File: src/rtl/axi_sram_slave.sv
// -----------------------------------------------------------------------------
// axi_sram_slave
//   AXI4 responder that puts one AXI slave port in front of a single-port
//   synchronous SRAM macro. Only 32-bit INCR bursts of 1..16 beats are
//   supported, so size and burst type are not ported.
//
// Ports
//   clk, rst                     clock, asynchronous active-high reset
//   AR*  / R*                    read address / read data channels
//   AW*  / W*  / B*              write address / write data / write response
//   CEB, WEB, A, DI, DO          SRAM macro interface (active-low enables;
//                                DO is valid the cycle after a read access)
// -----------------------------------------------------------------------------
module axi_sram_slave #(
  parameter int ID_W   = 8,
  parameter int ADDR_W = 14
) (
  input  logic              clk,
  input  logic              rst,
  // read address
  input  logic [ID_W-1:0]   ARID,
  input  logic [31:0]       ARADDR,
  input  logic [3:0]        ARLEN,
  input  logic              ARVALID,
  output logic              ARREADY,
  // read data
  output logic [ID_W-1:0]   RID,
  output logic [31:0]       RDATA,
  output logic [1:0]        RRESP,
  output logic              RLAST,
  output logic              RVALID,
  input  logic              RREADY,
  // write address
  input  logic [ID_W-1:0]   AWID,
  input  logic [31:0]       AWADDR,
  input  logic [3:0]        AWLEN,
  input  logic              AWVALID,
  output logic              AWREADY,
  // write data
  input  logic [31:0]       WDATA,
  input  logic [3:0]        WSTRB,
  input  logic              WLAST,
  input  logic              WVALID,
  output logic              WREADY,
  // write response
  output logic [ID_W-1:0]   BID,
  output logic [1:0]        BRESP,
  output logic              BVALID,
  input  logic              BREADY,
  // SRAM macro
  output logic              CEB,
  output logic [3:0]        WEB,
  output logic [ADDR_W-1:0] A,
  output logic [31:0]       DI,
  input  logic [31:0]       DO
);

  typedef enum logic [5:0] {
    S_IDLE  = 6'b000001,
    S_RADDR = 6'b000010,
    S_RWAIT = 6'b000100,
    S_RDATA = 6'b001000,
    S_WDATA = 6'b010000,
    S_WRESP = 6'b100000
  } state_t;

  state_t              state, state_n;
  logic [3:0]          cnt, cnt_n;
  logic [3:0]          len, len_n;
  logic [ADDR_W-1:0]   addr, addr_n;
  logic [ID_W-1:0]     id, id_n;
  logic                err, err_n;
  logic [31:0]         rdata_q;
  logic [ADDR_W-1:0]   a_hold;
  logic [31:0]         di_hold;

  logic                access;
  logic [3:0]          web_c;
  logic [ADDR_W-1:0]   a_c;
  logic [31:0]         di_c;
  logic                last;

  // Byte-offset and upper address bits are ignored by design.
  logic unused_addr_bits;
  assign unused_addr_bits = ^{ARADDR[31:ADDR_W+2], ARADDR[1:0],
                              AWADDR[31:ADDR_W+2], AWADDR[1:0]};

  assign last = (cnt == len);

  // NOTE: every combinational output gets a default before the case so no
  // path leaves a variable unassigned, which would otherwise infer a latch.
  always_comb begin
    state_n = state;
    cnt_n   = cnt;
    len_n   = len;
    addr_n  = addr;
    id_n    = id;
    err_n   = err;
    ARREADY = 1'b0;
    AWREADY = 1'b0;
    RVALID  = 1'b0;
    WREADY  = 1'b0;
    BVALID  = 1'b0;
    access  = 1'b0;
    web_c   = 4'hF;
    a_c     = a_hold;   // A and DI keep their last driven values when idle
    di_c    = di_hold;

    if (!rst) begin
      unique case (state)
        S_IDLE: begin
          AWREADY = 1'b1;
          ARREADY = !AWVALID;           // write wins a simultaneous request
          if (AWVALID) begin
            id_n    = AWID;
            addr_n  = AWADDR[ADDR_W+1:2];
            len_n   = AWLEN;
            cnt_n   = '0;
            err_n   = 1'b0;
            state_n = S_WDATA;
          end else if (ARVALID) begin
            // First read is issued in the handshake cycle itself.
            access  = 1'b1;
            a_c     = ARADDR[ADDR_W+1:2];
            id_n    = ARID;
            addr_n  = ARADDR[ADDR_W+1:2] + 1'b1;
            len_n   = ARLEN;
            cnt_n   = '0;
            state_n = S_RWAIT;
          end
        end
        S_RADDR: begin
          access  = 1'b1;
          a_c     = addr;
          addr_n  = addr + 1'b1;
          state_n = S_RWAIT;
        end
        S_RWAIT: state_n = S_RDATA;
        S_RDATA: begin
          RVALID = 1'b1;
          if (RREADY) begin
            if (last) begin
              state_n = S_IDLE;
            end else begin
              cnt_n   = cnt + 1'b1;
              state_n = S_RADDR;
            end
          end
        end
        S_WDATA: begin
          WREADY = 1'b1;
          if (WVALID) begin
            access = 1'b1;
            web_c  = ~WSTRB;
            a_c    = addr;
            di_c   = WDATA;
            addr_n = addr + 1'b1;
            // Our beat count is authoritative; a misplaced WLAST only flags.
            if (WLAST != last) err_n = 1'b1;
            if (last) state_n = S_WRESP;
            else      cnt_n   = cnt + 1'b1;
          end
        end
        S_WRESP: begin
          BVALID = 1'b1;
          if (BREADY) state_n = S_IDLE;
        end
        default: state_n = S_IDLE;
      endcase
    end
  end

  // NOTE: sequential state uses non-blocking assignments so every register
  // samples pre-edge values regardless of statement order.
  always_ff @(posedge clk or posedge rst) begin
    if (rst) begin
      state   <= S_IDLE;
      cnt     <= '0;
      len     <= '0;
      addr    <= '0;
      id      <= '0;
      err     <= 1'b0;
      rdata_q <= '0;
      a_hold  <= '0;
      di_hold <= '0;
    end else begin
      state   <= state_n;
      cnt     <= cnt_n;
      len     <= len_n;
      addr    <= addr_n;
      id      <= id_n;
      err     <= err_n;
      a_hold  <= a_c;
      di_hold <= di_c;
      if (state == S_RWAIT) rdata_q <= DO;
    end
  end

  assign RID   = id;
  assign RDATA = rdata_q;
  assign RRESP = 2'b00;
  assign RLAST = (state == S_RDATA) && last && !rst;
  assign BID   = id;
  assign BRESP = (state == S_WRESP && err) ? 2'b10 : 2'b00;
  assign CEB   = !access;
  assign WEB   = web_c;
  assign A     = a_c;
  assign DI    = di_c;

endmodule

File: config.mk
export PLATFORM = sky130hd
export DESIGN_NAME = axi_sram_slave
export DESIGN_NICKNAME = d
export VERILOG_FILES = /design/src/rtl/axi_sram_slave.sv
export SDC_FILE = /design/constraint.sdc
export NUM_CORES = 1
export LEC_CHECK = 0
export BUFFER_PORTS_ARGS = -buffer_cell sky130_fd_sc_hd__buf_2
export CAP_MARGIN = 5
export CORE_ASPECT_RATIO = 2
export CORE_MARGIN = 4
export CORE_UTILIZATION = 40
export DETAILED_ROUTE_END_ITERATION = 16
export MAX_ROUTING_LAYER = met4
export PLACE_DENSITY = 0.71
export SLEW_MARGIN = 20
export SYNTH_ARGS = -nofsm -noshare
export SYNTH_HDL_FRONTEND = slang
export SYNTH_SLANG_ARGS = --single-unit
File: constraint.sdc
create_clock -name clk -period 9 [get_ports clk]
set_clock_uncertainty 0.05 [all_clocks]
set_input_delay 1.35 -clock clk [delete_from_list [all_inputs] [get_ports clk]]
set_output_delay 1.35 -clock clk [all_outputs]
set_load 0.02 [all_outputs]
Word level (Yosys, flattened, before mapping)
Cells that the tools add are included.

storage, ports and cells
  output and inout port bits = 109
  register bits after elaboration = 115
  input port bits = 164
  logic and storage cells = 97

cells by class
  add/subtract/negate cells = 3
  reduce and logical (&&, ||, !) cells = 15
  equal/unequal tests = 15
  bitwise operators = 2
  mux-type cells = 53

operators with widths
  operator               number
  $mux 14                7
  $mux 32                3
  $pmux 14 s3            2
  $mux 4                 10
  $mux 6                 6
  $pmux 6 s6             1
  $add 14x1->14 const B  2
  $mux 1                 17
  $mux 8                 2
  $ne 2x2->1 const B     6
  $pmux 4 s3             1
  $reduce_and 5->1       2
  $eq 6x1->1 const B     1
  $eq 6x2->1 const B     1
  $eq 6x3->1 const B     1
  $eq 6x4->1 const B     1
  $eq 6x5->1 const B     1
  $eq 6x6->1 const B     1
  $reduce_and 6->1       1
  $reduce_bool 3->1      2
  $add 4x1->4 const B    1
  $eq 4x4->1             1
  $mux 2                 2
  $not 4->4              1
  other kinds (10)       15

Depth between registers and ports, before layout
  depth in word-level cells = 5
  depth in mapped cells = 9

Least setup slack after synthesis
Ideal clock, no wire load.

  path type = input port to output port
  start = in rst
  end = out DI[10]
  cell stages on the path = 6
  slack = 4.715 ns
  arrival time = 2.885 ns
  path buffers = 3
  cell sequence = clkbuf_1 > nor2_1 > and2_1 > buf_2 > buf_2 > mux2_2

on the way
  word-level cells in the longest chain between the ends = 1

ends and longest elaborated chain
  item             line  RTL
  start, declared  19    input logic rst,
  $mux 32          109   if (!rst) begin
  end, declared    54    output logic [31:0] DI,

Every way passes these cells.

Final worst setup path
  start = in AWVALID
  end = out A[13]

on the way
  word-level cells in the longest chain between the ends = 3

ends and longest elaborated chain
  item             line  RTL
  start, declared  37    input logic AWVALID,
  $mux 14          114   if (AWVALID) begin
  $pmux 14 s3      110   unique case (state)
  $mux 14          109
  end, declared    53    output logic [ADDR_W-1:0] A,

Every way passes these cells.

==> flow_metrics.env <==
export IMPL_die_x_um=92.67
export IMPL_gr_usage_all_layers_pct=20.14
export IMPL_seq_area_frac_synth_pct=50.20
export IMPL_total_power_mw=2.830
export IMPL_min_period_over_period_pct=52.16
export IMPL_io_pins=273
export IMPL_layout_commonest_cell="buf_2"
export IMPL_antenna_found_initial=0
export IMPL_fmax_mhz=213.0
export IMPL_ys_warnings_count=0
export IMPL_met3_usage_pct=3.649
export IMPL_antennaDiodeCount=0
export IMPL_grt_overflow_total=0
export IMPL_seqCellArea_um2=2879
export IMPL_initial_core_util_pct=41.06
export IMPL_gr_usage_met2_pct=36.62
export IMPL_dpl_instance_area_um2=6964
export IMPL_leakage_nw=3.721
export IMPL_dp_hpwl_um=12150
export IMPL_worstSetupStartpoint="AWVALID"
export IMPL_slew_violations=0
export IMPL_cp_slowest_cell="nor3b_4"
export IMPL_crit_arrival_ns=3.29
export IMPL_critPathLaunchType="input port"
export IMPL_hold_path_class="reg2reg"
export IMPL_ir_drop_v=0.0001672
export IMPL_drive_gt1_share_pct=47.45
export IMPL_synthFlopType="dfrtp_1"
export IMPL_worst_pin_slew_ns=0.8666
export IMPL_crit_path_cell_trace="buf_2, buf_4, nor3b_4, o21ai_2, a22o_1, buf_2"
export IMPL_worst_setup_path_type="in2out"
export IMPL_insertion_delay_ns=0.40
export IMPL_syn_area_per_cell_um2=11.22
export IMPL_maxSlewHeadroom_pct=42.23
export IMPL_syn_to_final_growth_pct=31.26
export IMPL_place_gp_congestion=0.8831
export IMPL_dieHeight_um=177.3
export IMPL_post_cts_setup_buffers=0
export IMPL_drtPass1Iterations=5
export IMPL_finalHoldViolCount=0
export IMPL_multiInputGateArea_um2=2597
export IMPL_grt_pass1_vias=5216
export IMPL_final_min_clock_period_ns=4.694
export IMPL_grt_max_degree=82
export IMPL_design_area_um2=7528
export IMPL_crit_path_max_fanout=42
export IMPL_cts_max_level=4
export IMPL_r2r_end="a_hold[5]"
export IMPL_routedWlPerCell_um=17.31
export IMPL_reg2reg_slack_ns=6.13
export IMPL_fp_coreArea_um2=13970
export IMPL_dp_cells=901
export IMPL_crit_path_end="A[13]"
export IMPL_cts_resized_gates=0
export IMPL_cts_buffers_inserted=17
export IMPL_synth_edff_count=0
export IMPL_setup_violations_final=0
export IMPL_grt_pass1_wl_um=25670
export IMPL_final_cell_mix="233 x buf_2, 114 x dfrtp_1, 65 x mux2_2"
export IMPL_synthesis_area_um2=5736
export IMPL_viasPerCell=5.241
export IMPL_required_ns=7.60
export IMPL_maxCapViolations=0
export IMPL_synthDistinctLibCells=60
export IMPL_die_area_um2=16430
export IMPL_top_usage_layer="met2"
export IMPL_path_clk_slew_ns=0.06
export IMPL_ant_nets=0
export IMPL_fin_cells=933
export IMPL_r2r_start="state[2]"
export IMPL_postSynthCellCount=511
export IMPL_worst_path_largest_cell_delay_ns=0.66
export IMPL_r2r_cells=5
export IMPL_use_met1_pct=21.06
export IMPL_n_fill_cell=1280
export IMPL_cts_sinks=115
export IMPL_holdBufCountCts=0
export IMPL_cp_common_cell="buf_2"
export IMPL_drc=0
export IMPL_num_vias=4890
export IMPL_dr_first_iter_drc_count=246
export IMPL_nets=898
export IMPL_wl_um=16150
export IMPL_portBuffers=233
export IMPL_core_rowCount=61
export IMPL_powerDensity_nw_per_um2=375.9
export IMPL_status="completed"
export IMPL_tns_ns=0
export IMPL_endpoint_kind="primary output"
export IMPL_synth_seq_cells=115
export IMPL_synthArstFlopShare_pct=100.0
export IMPL_cts_tree="yes"
export IMPL_rsz0062_at_grt="no"
export IMPL_root_buffer="clkbuf_16"
export IMPL_clock_path_buffers=2
## critical path: cells and delay by family
kind,cells,cell delay (ns)
AOI/OAI and AO/OA,2,0.72
and+or+nand+nor,1,0.66
buffers and inverters,3,0.57
## final cells by class
type	count	share of cell area, %
Clock buffer	18	5.833
Clock inverter	14	1.612
Inverter	14	0.7313
Multi-Input combinational cell	346	34.50
Sequential cell	115	38.24
Tap cell	189	3.141
Timing Repair Buffer	237	15.94
## Yosys cell counts (3+ instances only)
library cell / count / area share (%)
clkbuf_1: 14 / 0.92
xnor2_1: 10 / 1.5
a31oi_1: 5 / 0.55
buf_6: 3 / 0.59
nor2_1: 25 / 1.6
buf_2: 9 / 0.79
nand2b_1: 3 / 0.33
nor3_1: 8 / 0.70
o22ai_1: 3 / 0.33
nand4_1: 9 / 0.98
a22o_1: 30 / 4.6
inv_1: 14 / 0.92
buf_4: 11 / 1.4
mux2_4: 3 / 0.79
o211ai_1: 3 / 0.39
nand2_1: 37 / 2.4
nor4_1: 6 / 0.65
xor2_1: 8 / 1.2
o21ai_0: 29 / 2.5
nand3_1: 17 / 1.5
mux2i_1: 19 / 3.3
mux2_2: 65 / 13
dfrtp_1: 114 / 50
a21oi_1: 17 / 1.5
ha_1: 3 / 0.65
and3_1: 3 / 0.33
## routing by layer
layer	up-vias	wire [um]
met2	191	9186
li1	2291	-
met1	2382	5730
met4	0	399
met5	-	0
met3	26	833
## worst min-delay path by stage
stage	startpoint	to	cells past startpoint
CTS	di_hold[27]	di_hold[27]	1
floorplan	len[1]	len[1]	2
finish	di_hold[27]	di_hold[27]	1
global route	RDATA[25]	RDATA[25]	1
detailed placement	di_hold[27]	di_hold[27]	1
global placement	di_hold[14]	di_hold[14]	1
## state kept, by name, indices dropped and copies added, names as in the netlist
name     flops
RDATA       32
di_hold     32
a_hold      14
addr        14
BID          8
state        6
cnt          4
len          4
err          1
## metrics by stage
stage                     utilization (%)  hold slack, ns  setup WS (ns)
after floorplan                         -          0.4200          4.356
after global placement              49.83          0.4262          4.353
after detailed placement            49.86          0.4322          4.321
after CTS                           53.87          0.4463          4.306
after global routing                53.90          0.4571          4.152
final                               53.90          0.4424          4.306
## kinds of logic after synthesis
kind of cell | count (synthesis) | share of synthesized area, %
buf+inv | 52 | 4.712
flops | 115 | 50.20
compound gates | 109 | 13.48
other cells | 1 | 0.06538
mux | 87 | 16.86
fa+ha+maj | 3 | 0.6545
simple gates | 126 | 11.28
xor+xnor | 18 | 2.749
## where the power goes
part | total (mW) | switching [mW] | internal, mW
combinational | 1.27 | 0.763 | 0.506
sequential | 0.921 | 0.155 | 0.766
clock | 0.641 | 0.272 | 0.368
Note: power is estimated with default switching activity, not from simulation.
